--- config.mk ---
export PLATFORM = sky130hd
export DESIGN_NAME = reg_cnt_rstp_multi
export DESIGN_NICKNAME = d
export VERILOG_FILES = /design/src/rtl/reg_cnt_rstp_pkg.sv /design/src/rtl/reg_cnt_rstp_chan.sv /design/src/rtl/reg_cnt_rstp_multi.sv
export SDC_FILE = /design/constraint.sdc
export NUM_CORES = 1
export LEC_CHECK = 0
export ABC_AREA = 1
export CAP_MARGIN = 5
export CORE_UTILIZATION = 50
export DETAILED_ROUTE_END_ITERATION = 16
export GPL_TIMING_DRIVEN = 0
export PLACE_DENSITY = 0.81
export SKIP_CTS_REPAIR_TIMING = 1
export SLEW_MARGIN = 15
export SYNTH_ARGS = -nofsm -noshare
export SYNTH_HDL_FRONTEND = slang
export SYNTH_HIERARCHICAL = 1
export SYNTH_SLANG_ARGS = --single-unit
--- constraint.sdc ---
create_clock -name clk_i -period 1.66 [get_ports clk_i]
set_input_delay 0.332 -clock clk_i [delete_from_list [all_inputs] [get_ports clk_i]]
set_output_delay 0.332 -clock clk_i [all_outputs]
set_load 0.1 [all_outputs]
--- src/rtl/reg_cnt_rstp_pkg.sv ---
// Shared types and the saturate/wrap next-count rule for the multi-channel
// stop/block event counter.
package reg_cnt_rstp_pkg;

   localparam int CNT_MAX_W = 32;

   typedef enum logic {
      CNT_SAT,
      CNT_WRAP
   } cnt_mode_e;

   typedef enum logic [1:0] {
      OP_HOLD,
      OP_INC,
      OP_DEC
   } cnt_op_e;

   // Works on a widened count; max is the channel's all-ones value.
   function automatic logic [CNT_MAX_W-1:0] next_cnt(
      input logic [CNT_MAX_W-1:0] cnt,
      input logic [CNT_MAX_W-1:0] max,
      input cnt_op_e              op,
      input cnt_mode_e            mode
   );
      logic [CNT_MAX_W-1:0] res;
      res = cnt;
      case (op)
         OP_INC:  res = (cnt == max) ? ((mode == CNT_WRAP) ? '0 : max) : cnt + 1;
         OP_DEC:  res = (cnt == '0) ? ((mode == CNT_WRAP) ? max : '0) : cnt - 1;
         default: res = cnt;
      endcase
      return res;
   endfunction

endpackage

--- src/rtl/reg_cnt_rstp_chan.sv ---
// One counter channel: stop/block decode, count register, sticky over/underflow
// and the combinational zero/threshold flags.
module reg_cnt_rstp_chan
   import reg_cnt_rstp_pkg::*;
#(
   parameter int        BIT_W   = 5,
   parameter int        THR     = 16,
   parameter int        RST_VAL = 0,
   parameter cnt_mode_e MODE    = CNT_SAT
) (
   input  logic             clk_i,
   input  logic             rst_ni,
   input  logic             en_i,
   input  logic             som_i,
   input  logic             stop_i,
   input  logic             blkf_i,
   input  logic             clr_i,
   input  logic             ld_i,
   input  logic [BIT_W-1:0] ld_val_i,
   output logic [BIT_W-1:0] cnt_o,
   output logic             zero_o,
   output logic             thr_o,
   output logic             ovf_o,
   output logic             udf_o
);

   localparam logic [BIT_W-1:0] MAX = '1;

   logic    inc;
   logic    dec;
   cnt_op_e op;

   // A stop without start-of-measure cancels the block-flag decrement.
   assign inc = en_i & som_i & stop_i;
   assign dec = en_i & blkf_i & ~(~som_i & stop_i);
   assign op  = (inc && !dec) ? OP_INC : (dec && !inc) ? OP_DEC : OP_HOLD;

   // NOTE: state is written with non-blocking assignments so every register
   // samples the pre-edge values, independent of block ordering.
   always_ff @(posedge clk_i or negedge rst_ni) begin
      if (!rst_ni) begin
         cnt_o <= BIT_W'(RST_VAL);
         ovf_o <= 1'b0;
         udf_o <= 1'b0;
      end else if (clr_i) begin
         cnt_o <= '0;
         ovf_o <= 1'b0;
         udf_o <= 1'b0;
      end else if (ld_i) begin
         cnt_o <= ld_val_i;
      end else begin
         cnt_o <= BIT_W'(next_cnt(CNT_MAX_W'(cnt_o), CNT_MAX_W'(MAX), op, MODE));
         if (op == OP_INC && cnt_o == MAX) ovf_o <= 1'b1;
         if (op == OP_DEC && cnt_o == '0)  udf_o <= 1'b1;
      end
   end

   assign zero_o = (cnt_o == '0);
   assign thr_o  = (cnt_o >= BIT_W'(THR));

endmodule

--- src/rtl/reg_cnt_rstp_multi.sv ---
// Multi-channel stop/block event counter: per-channel counters, load decode,
// flag concatenation and a registered readback port.
module reg_cnt_rstp_multi
   import reg_cnt_rstp_pkg::*;
#(
   parameter  int BIT_W   = 5,
   parameter  int NCH     = 4,
   parameter  int WRAP    = 0,
   parameter  int THR     = 16,
   parameter  int RST_VAL = 0,
   localparam int SEL_W   = (NCH > 1) ? $clog2(NCH) : 1
) (
   input  logic                 clk_i,
   input  logic                 rst_ni,
   input  logic                 en_i,
   input  logic [NCH-1:0]       som_i,
   input  logic [NCH-1:0]       stop_i,
   input  logic [NCH-1:0]       blkf_i,
   input  logic [NCH-1:0]       clr_i,
   input  logic                 ld_i,
   input  logic [SEL_W-1:0]     ld_sel_i,
   input  logic [BIT_W-1:0]     ld_val_i,
   input  logic [SEL_W-1:0]     rd_sel_i,
   output logic [NCH*BIT_W-1:0] cnt_o,
   output logic [BIT_W-1:0]     rd_data_o,
   output logic [NCH-1:0]       zero_o,
   output logic [NCH-1:0]       thr_o,
   output logic [NCH-1:0]       ovf_o,
   output logic [NCH-1:0]       udf_o
);

   localparam cnt_mode_e MODE = (WRAP != 0) ? CNT_WRAP : CNT_SAT;

   logic [BIT_W-1:0] cnt_arr [NCH];
   logic [BIT_W-1:0] rd_mux;

   for (genvar c = 0; c < NCH; c++) begin : g_chan
      logic ld_hit;

      // Out-of-range selects never match a channel, so such loads are dropped.
      assign ld_hit = ld_i && (int'(ld_sel_i) == c);

      reg_cnt_rstp_chan #(
         .BIT_W   (BIT_W),
         .THR     (THR),
         .RST_VAL (RST_VAL),
         .MODE    (MODE)
      ) u_chan (
         .clk_i    (clk_i),
         .rst_ni   (rst_ni),
         .en_i     (en_i),
         .som_i    (som_i[c]),
         .stop_i   (stop_i[c]),
         .blkf_i   (blkf_i[c]),
         .clr_i    (clr_i[c]),
         .ld_i     (ld_hit),
         .ld_val_i (ld_val_i),
         .cnt_o    (cnt_arr[c]),
         .zero_o   (zero_o[c]),
         .thr_o    (thr_o[c]),
         .ovf_o    (ovf_o[c]),
         .udf_o    (udf_o[c])
      );

      assign cnt_o[c*BIT_W +: BIT_W] = cnt_arr[c];
   end

   // NOTE: the default assignment up front keeps this mux from inferring a
   // latch and makes unmatched selects read back as zero.
   always_comb begin
      rd_mux = '0;
      for (int c = 0; c < NCH; c++) begin
         if (int'(rd_sel_i) == c) rd_mux = cnt_arr[c];
      end
   end

   always_ff @(posedge clk_i or negedge rst_ni) begin
      if (!rst_ni) rd_data_o <= '0;
      else         rd_data_o <= rd_mux;
   end

endmodule

After elaboration in Yosys (flattened, before gate mapping)

Index checks and enable logic that the tools add are counted.

Memories: 0
Bits in registers: 33
Bits in writable memories: 0
ROM bits: 0
Bits in latches: 0

Magnitude comparators: 4
Reduce and logical (&&, ||, !) cells: 54
Add/sub/neg operators: 8
$mul: 0
Bitwise operators: 28
Divide/modulo/power cells: 0
Equality and inequality tests: 22
Mux-type cells: 56
Shift-type cells: 0

Operators by type and width:

| kind                  | number |
|---|---|
| $mux W5               | 20 |
| $pmux W5 S2           | 4 |
| $mux W1               | 24 |
| $add A5 B1 Y5 const B | 4 |
| $and A1 B1 Y1         | 20 |
| $eq A5 B5 Y1 const B  | 4 |
| $ge A5 B5 Y1 const B  | 4 |
| $logic_and A1 B1 Y1   | 20 |
| $logic_not A5 Y1      | 4 |
| $sub A5 B1 Y5 const B | 4 |
| $eq A2 B2 Y1 const B  | 8 |
| $mux W2               | 8 |
| $reduce_and A2 Y1     | 8 |
| $reduce_bool A2 Y1    | 8 |
| $reduce_bool A4 Y1    | 4 |
| $eq A2 B1 Y1 const B  | 6 |
| $logic_not A1 Y1      | 8 |
| $ne A2 B2 Y1 const B  | 4 |
| $not A1 Y1            | 8 |
| $logic_not A2 Y1      | 2 |

Logic depth before layout (Yosys ltp)

Depth in word-level cells: 12
Mapped depth: 9

Hierarchy

The synthesis kept the hierarchy.

By module, submodules not included:

| module             | cells each | area each (um2) | instances |
|---|---|---|---|
| reg_cnt_rstp_chan  | 99         | 631.9           | 4 |
| reg_cnt_rstp_multi | 42         | 317.8           | 1 |

Least setup slack after synthesis

OpenSTA, ideal clock, no wires.

Path kind: reg-to-reg
Start point: register g_chan[1].u_chan.cnt_o[0]
End point: register g_chan[1].u_chan.udf_o
Required time: 1.537 ns
Path slack: -0.573 ns
Arrival: 2.110 ns
Clock period less this slack: 2.233 ns
Stages on the path, launching flop included: 9
Path through: dfrtp_1 > inv_1 > ha_1 > nand2_1 > nor2_1 > nand2_1 > inv_2 > a31oi_1 > nor2_1

Longest elaborated chain between the ends: 4

RTL lines:

| what                                | line                     | source |
|---|---|---|
| from (decl)                         | reg_cnt_rstp_chan.sv:20  | `output logic [BIT_W-1:0] cnt_o,` |
| from (signal assigned)              | reg_cnt_rstp_chan.sv:42  | `cnt_o <= BIT_W'(RST_VAL);` |
| from (signal assigned)              | reg_cnt_rstp_chan.sv:50  | `cnt_o <= ld_val_i;` |
| from (signal assigned)              | reg_cnt_rstp_chan.sv:52  | `cnt_o <= BIT_W'(next_cnt(CNT_MAX_W'(cnt_o), CNT_MAX_W'(MAX), op, MODE));` |
| $logic_not A5 Y1                    | --                       |  |
| named net zero_o[1]                 | reg_cnt_rstp_multi.sv:26 | `output logic [NCH-1:0] zero_o,` |
| $logic_and A1 B1 Y1                 | reg_cnt_rstp_chan.sv:54  | `if (op == OP_DEC && cnt_o == '0) udf_o <= 1'b1;` |
| $reduce_bool A2 Y1 (no source line) | --                       |  |
| $reduce_and A2 Y1 (no source line)  | --                       |  |
| to (signal assigned)                | reg_cnt_rstp_chan.sv:44  | `udf_o <= 1'b0;` |
| to (signal assigned)                | reg_cnt_rstp_chan.sv:48  | `udf_o <= 1'b0;` |
| to (signal assigned)                | reg_cnt_rstp_chan.sv:54  |  |
| to (decl)                           | reg_cnt_rstp_chan.sv:24  | `output logic udf_o` |

The timed path passes the listed nets, and every way through them passes these cells.
A chain may end at the register's enable or synchronous reset.

Worst setup path in the final report

Start point: register g_chan[1].u_chan.cnt_o[0]
End point: output zero_o[1]

Longest elaborated chain between the ends: 1

RTL lines:

| what             | line                     | source |
|---|---|---|
| $logic_not A5 Y1 | reg_cnt_rstp_chan.sv:58  | `assign zero_o = (cnt_o == '0);` |
| to (decl)        | reg_cnt_rstp_multi.sv:26 |  |

Every way passes these cells.

==> flow_summary.json <==
{
  "outcome": "complete, but fails checks",
  "violations": "setup timing",
  "yosysSeqAreaShare": 0.290,
  "ctsRootBufferMaster": "clkbuf_8",
  "hold_class": "input port to asynchronous set/reset pin",
  "switchingPower_w": 0.00255,
  "grt_pass1_vias": 2796,
  "grt_max_degree": 34,
  "synth_compound_area_frac": 0.130,
  "synthTopCellsByCount": "inv_1, nand2_1, nor2_1",
  "port_buffers": 69,
  "drv_slew": 0,
  "drive_gt1_frac": 0.394,
  "start_util": 0.517,
  "start_kind": "flop",
  "grt_pass1_wl_um": 12500,
  "num_rows": 27,
  "p_comb_frac": 0.615,
  "final_hold_viol_count": 0,
  "cts.htree.levels": 2,
  "rr_endpoint": "g_chan[0].u_chan/cnt_o[3]",
  "cts_tree": "yes",
  "timing.rr.start": "g_chan[0].u_chan/cnt_o[0]",
  "maxCapViolCount": 0,
  "die_x_um": 77.4,
  "gr-total-overflow": 0,
  "synth-simple-area-share": 0.333,
  "finalPower_w": 0.00464,
  "slowest_stage": "dfrtp_4",
  "hpwlAfterDp_um": 5610,
  "synthTopCellsByArea": "dfrtp_1, inv_1, nand2_1, nand3_1, ha_1",
  "synth_mux_area_frac": 0,
  "seqPwrFrac": 0.258,
  "yosysTopAreaCellShare": 0.290,
  "synth-xor-area-share": 0.0123,
  "yosys_warnings": 6,
  "vias": 3205,
  "yosys.cell_count.top_type": "inv_1",
  "diodes": 0,
  "power.density_nw_per_um2": 1080,
  "numCtsBuffers": 5,
  "async_reset_ff_frac": 1.00,
  "setup_viol": 4,
  "routed_via_density": 5.17,
  "layout.cells.non_filler": 620,
  "place_ws_ns": -0.909,
  "layout_min_cycle_time_ns": 1.88,
  "arrival_ns": 1.54,
  "cts.reportedPaths.clkPinSlew_ns": 0.07,
  "tightest_slew_ns": 0.746,
  "gp_congestion": 0.869,
  "p_sw_frac": 0.548,
  "synthFlopType": "dfrtp_1",
  "r2r_cells": 8,
  "nets": 592,
  "routed_wl_um": 8290,
  "dpl.cell_count": 579,
  "yosysTopAreaCell": "dfrtp_1",
  "internal_power_w": 0.00210,
  "timing.fmax_ghz": 0.533,
  "critical_path.max_stage_delay_ns": 0.53,
  "crit_fanout": 7,
  "synth-edff-count": 0,
  "path_delay_family": "flip-flops",
  "syn_inst": 438,
  "pin_count": 70,
  "synth_cell_types": 22,
  "cp_cell_sequence": "inv_4, ha_4, nand2_4, nor2_4, nand2_2, clkinv_4, buf_12",
  "syn2layout_area_growth_pct": 50.5,
  "fin_skew_ns": 0.00876,
  "antenna_found_initial": 0,
  "crit_buf_inv": 3,
  "cts.sink_count": 33,
  "synth_adder_area_share": 0.0704,
  "clock_latency_ns": 0.29,
  "clkPwrFrac": 0.127,
  "cp-startpoint": "g_chan[1].u_chan/cnt_o[0]",
  "cts_max_path_buffers": 2,
  "relSlewSlack": 0.503,
  "reg2reg_slack_ns": 0.10,
  "cp-endpoint": "zero_o[1]",
  "die-height_um": 77.4,
  "dr.first_iter.drc_count": 222,
  "ir_drop_v": 0.000736,
  "syn_area_um2": 2850,
  "crit_type": "flop to output pin",
  "setup_ws_ns": -0.217,
  "rsz0062_at_grt": "true",
  "p_leak_nw": 2.13,
  "worstSetupEndpointType": "output pin",
  "drc_errors": 0,
  "coreArea_um2": 5510,
  "worstPathRequired_ns": 1.33,
  "path_depth": 7,
  "ant_nets": 0,
  "die-area_um2": 6000,
  "syn_avg_cell_area_um2": 6.50,
  "synth_top_family_by_area": "simple AND/OR/NAND/NOR gates",
  "grt.total_usage": 0.261,
  "synth_nets": 483,
  "post-route-period-util": 1.13,
  "firstDrtPassIters": 4,
  "wire_per_inst_um": 13.4,
  "synth_seq_cells": 33
}
-- flip-flops by register name (all words and copies together), names as in the netlist --
register,flops
rd_data_o,5
g_chan.u_chan/udf_o,4
g_chan.u_chan/cnt_o,20
g_chan.u_chan/ovf_o,4
-- cells in the final DEF (no fill, tap or decap), types with 5 or more instances in the layout --
cell type	count
o21ai_0	15
ha_4	9
dlymetal6s2s_1	5
nand2_4	8
nor2_1	39
nor2_2	11
buf_6	7
dfrtp_2	8
nor2_4	11
inv_2	17
clkdlybuf4s50_1	21
nand2_2	6
a21oi_2	14
dfrtp_4	12
clkbuf_2	42
nand3_2	6
ha_1	5
nand2_1	53
nand3_1	45
buf_4	30
nor3_4	5
dfrtp_1	13
nand4_1	13
a21oi_1	10
inv_1	82
o21ai_1	19
clkbuf_8	5
inv_4	6
-- through the flow --
stage / hold WS [ns] / instance area (um2) / util / setup TNS [ns]
2_1_floorplan: 0.0364 / 3010 / - / -0.0698
3_3_place_gp: 0.492 / 3790 / 0.688 / -41.38
3_5_place_dp: 0.436 / 3790 / 0.688 / -28.13
4_1_cts: 0.123 / 3870 / 0.702 / -33.27
5_1_grt: 0.173 / 4280 / 0.778 / -1.18
6_report: 0.0985 / 4280 / 0.778 / -0.744
-- kinds of logic (layout without fill, tap and decap cells) --
family                     after synthesis  count (layout)
DFF                                     33              33
and+or+nand+nor                        202             204
xor gates and xnor gates                 4               4
buffers and inverters                  119             227
adders and majority gates               16              16
AOI/OAI and AO/OA                       64              64
-- power groups by stage --
stage	clock network [W]	registers, W	logic (W)
floorplan	0	0.00207	0.00109
CTS	0.000602	0.00120	0.00258
detailed placement	0	0.00122	0.00258
global route	0.000633	0.00122	0.00305
global placement	0	0.00121	0.00254
finish	0.000590	0.00120	0.00285
-- layout make-up --
| cell class | count | area, um2 |
|---|---|---|
| Buffer | 10 | 87.6 |
| Clock buffer | 8 | 80.1 |
| Tap cell | 72 | 90.1 |
| Multi-Input combinational cell | 288 | 1910 |
| Sequential cell | 33 | 881 |
| Timing Repair Buffer | 100 | 785 |
| Inverter | 109 | 444 |
| Fill cell | 399 | 1220 |
-- per-layer routing --
metal / vias to the layer above / track usage / wire [um]
met4: 0 / 0.0792 / 142
met3: 15 / 0.0365 / 404
met5: - / 0 / 0
met2: 110 / 0.455 / 4380
li1: 1594 / - / -
met1: 1486 / 0.332 / 3370
-- worst min-delay path by stage --
| stage | start | to | slack, ns | cells after the start |
|---|---|---|---|---|
| floorplan | rst_ni | g_chan[0].u_chan/cnt_o[3] | 0.04 | 0 |
| global placement | g_chan[1].u_chan/udf_o | g_chan[1].u_chan/udf_o | 0.49 | 2 |
| detailed placement | rst_ni | g_chan[3].u_chan/ovf_o | 0.44 | 1 |
| CTS | rst_ni | g_chan[3].u_chan/ovf_o | 0.12 | 1 |
| global route | rst_ni | g_chan[3].u_chan/ovf_o | 0.17 | 1 |
| finish | rst_ni | g_chan[3].u_chan/ovf_o | 0.1 | 1 |
Note: power is estimated with default switching activity, not from simulation.
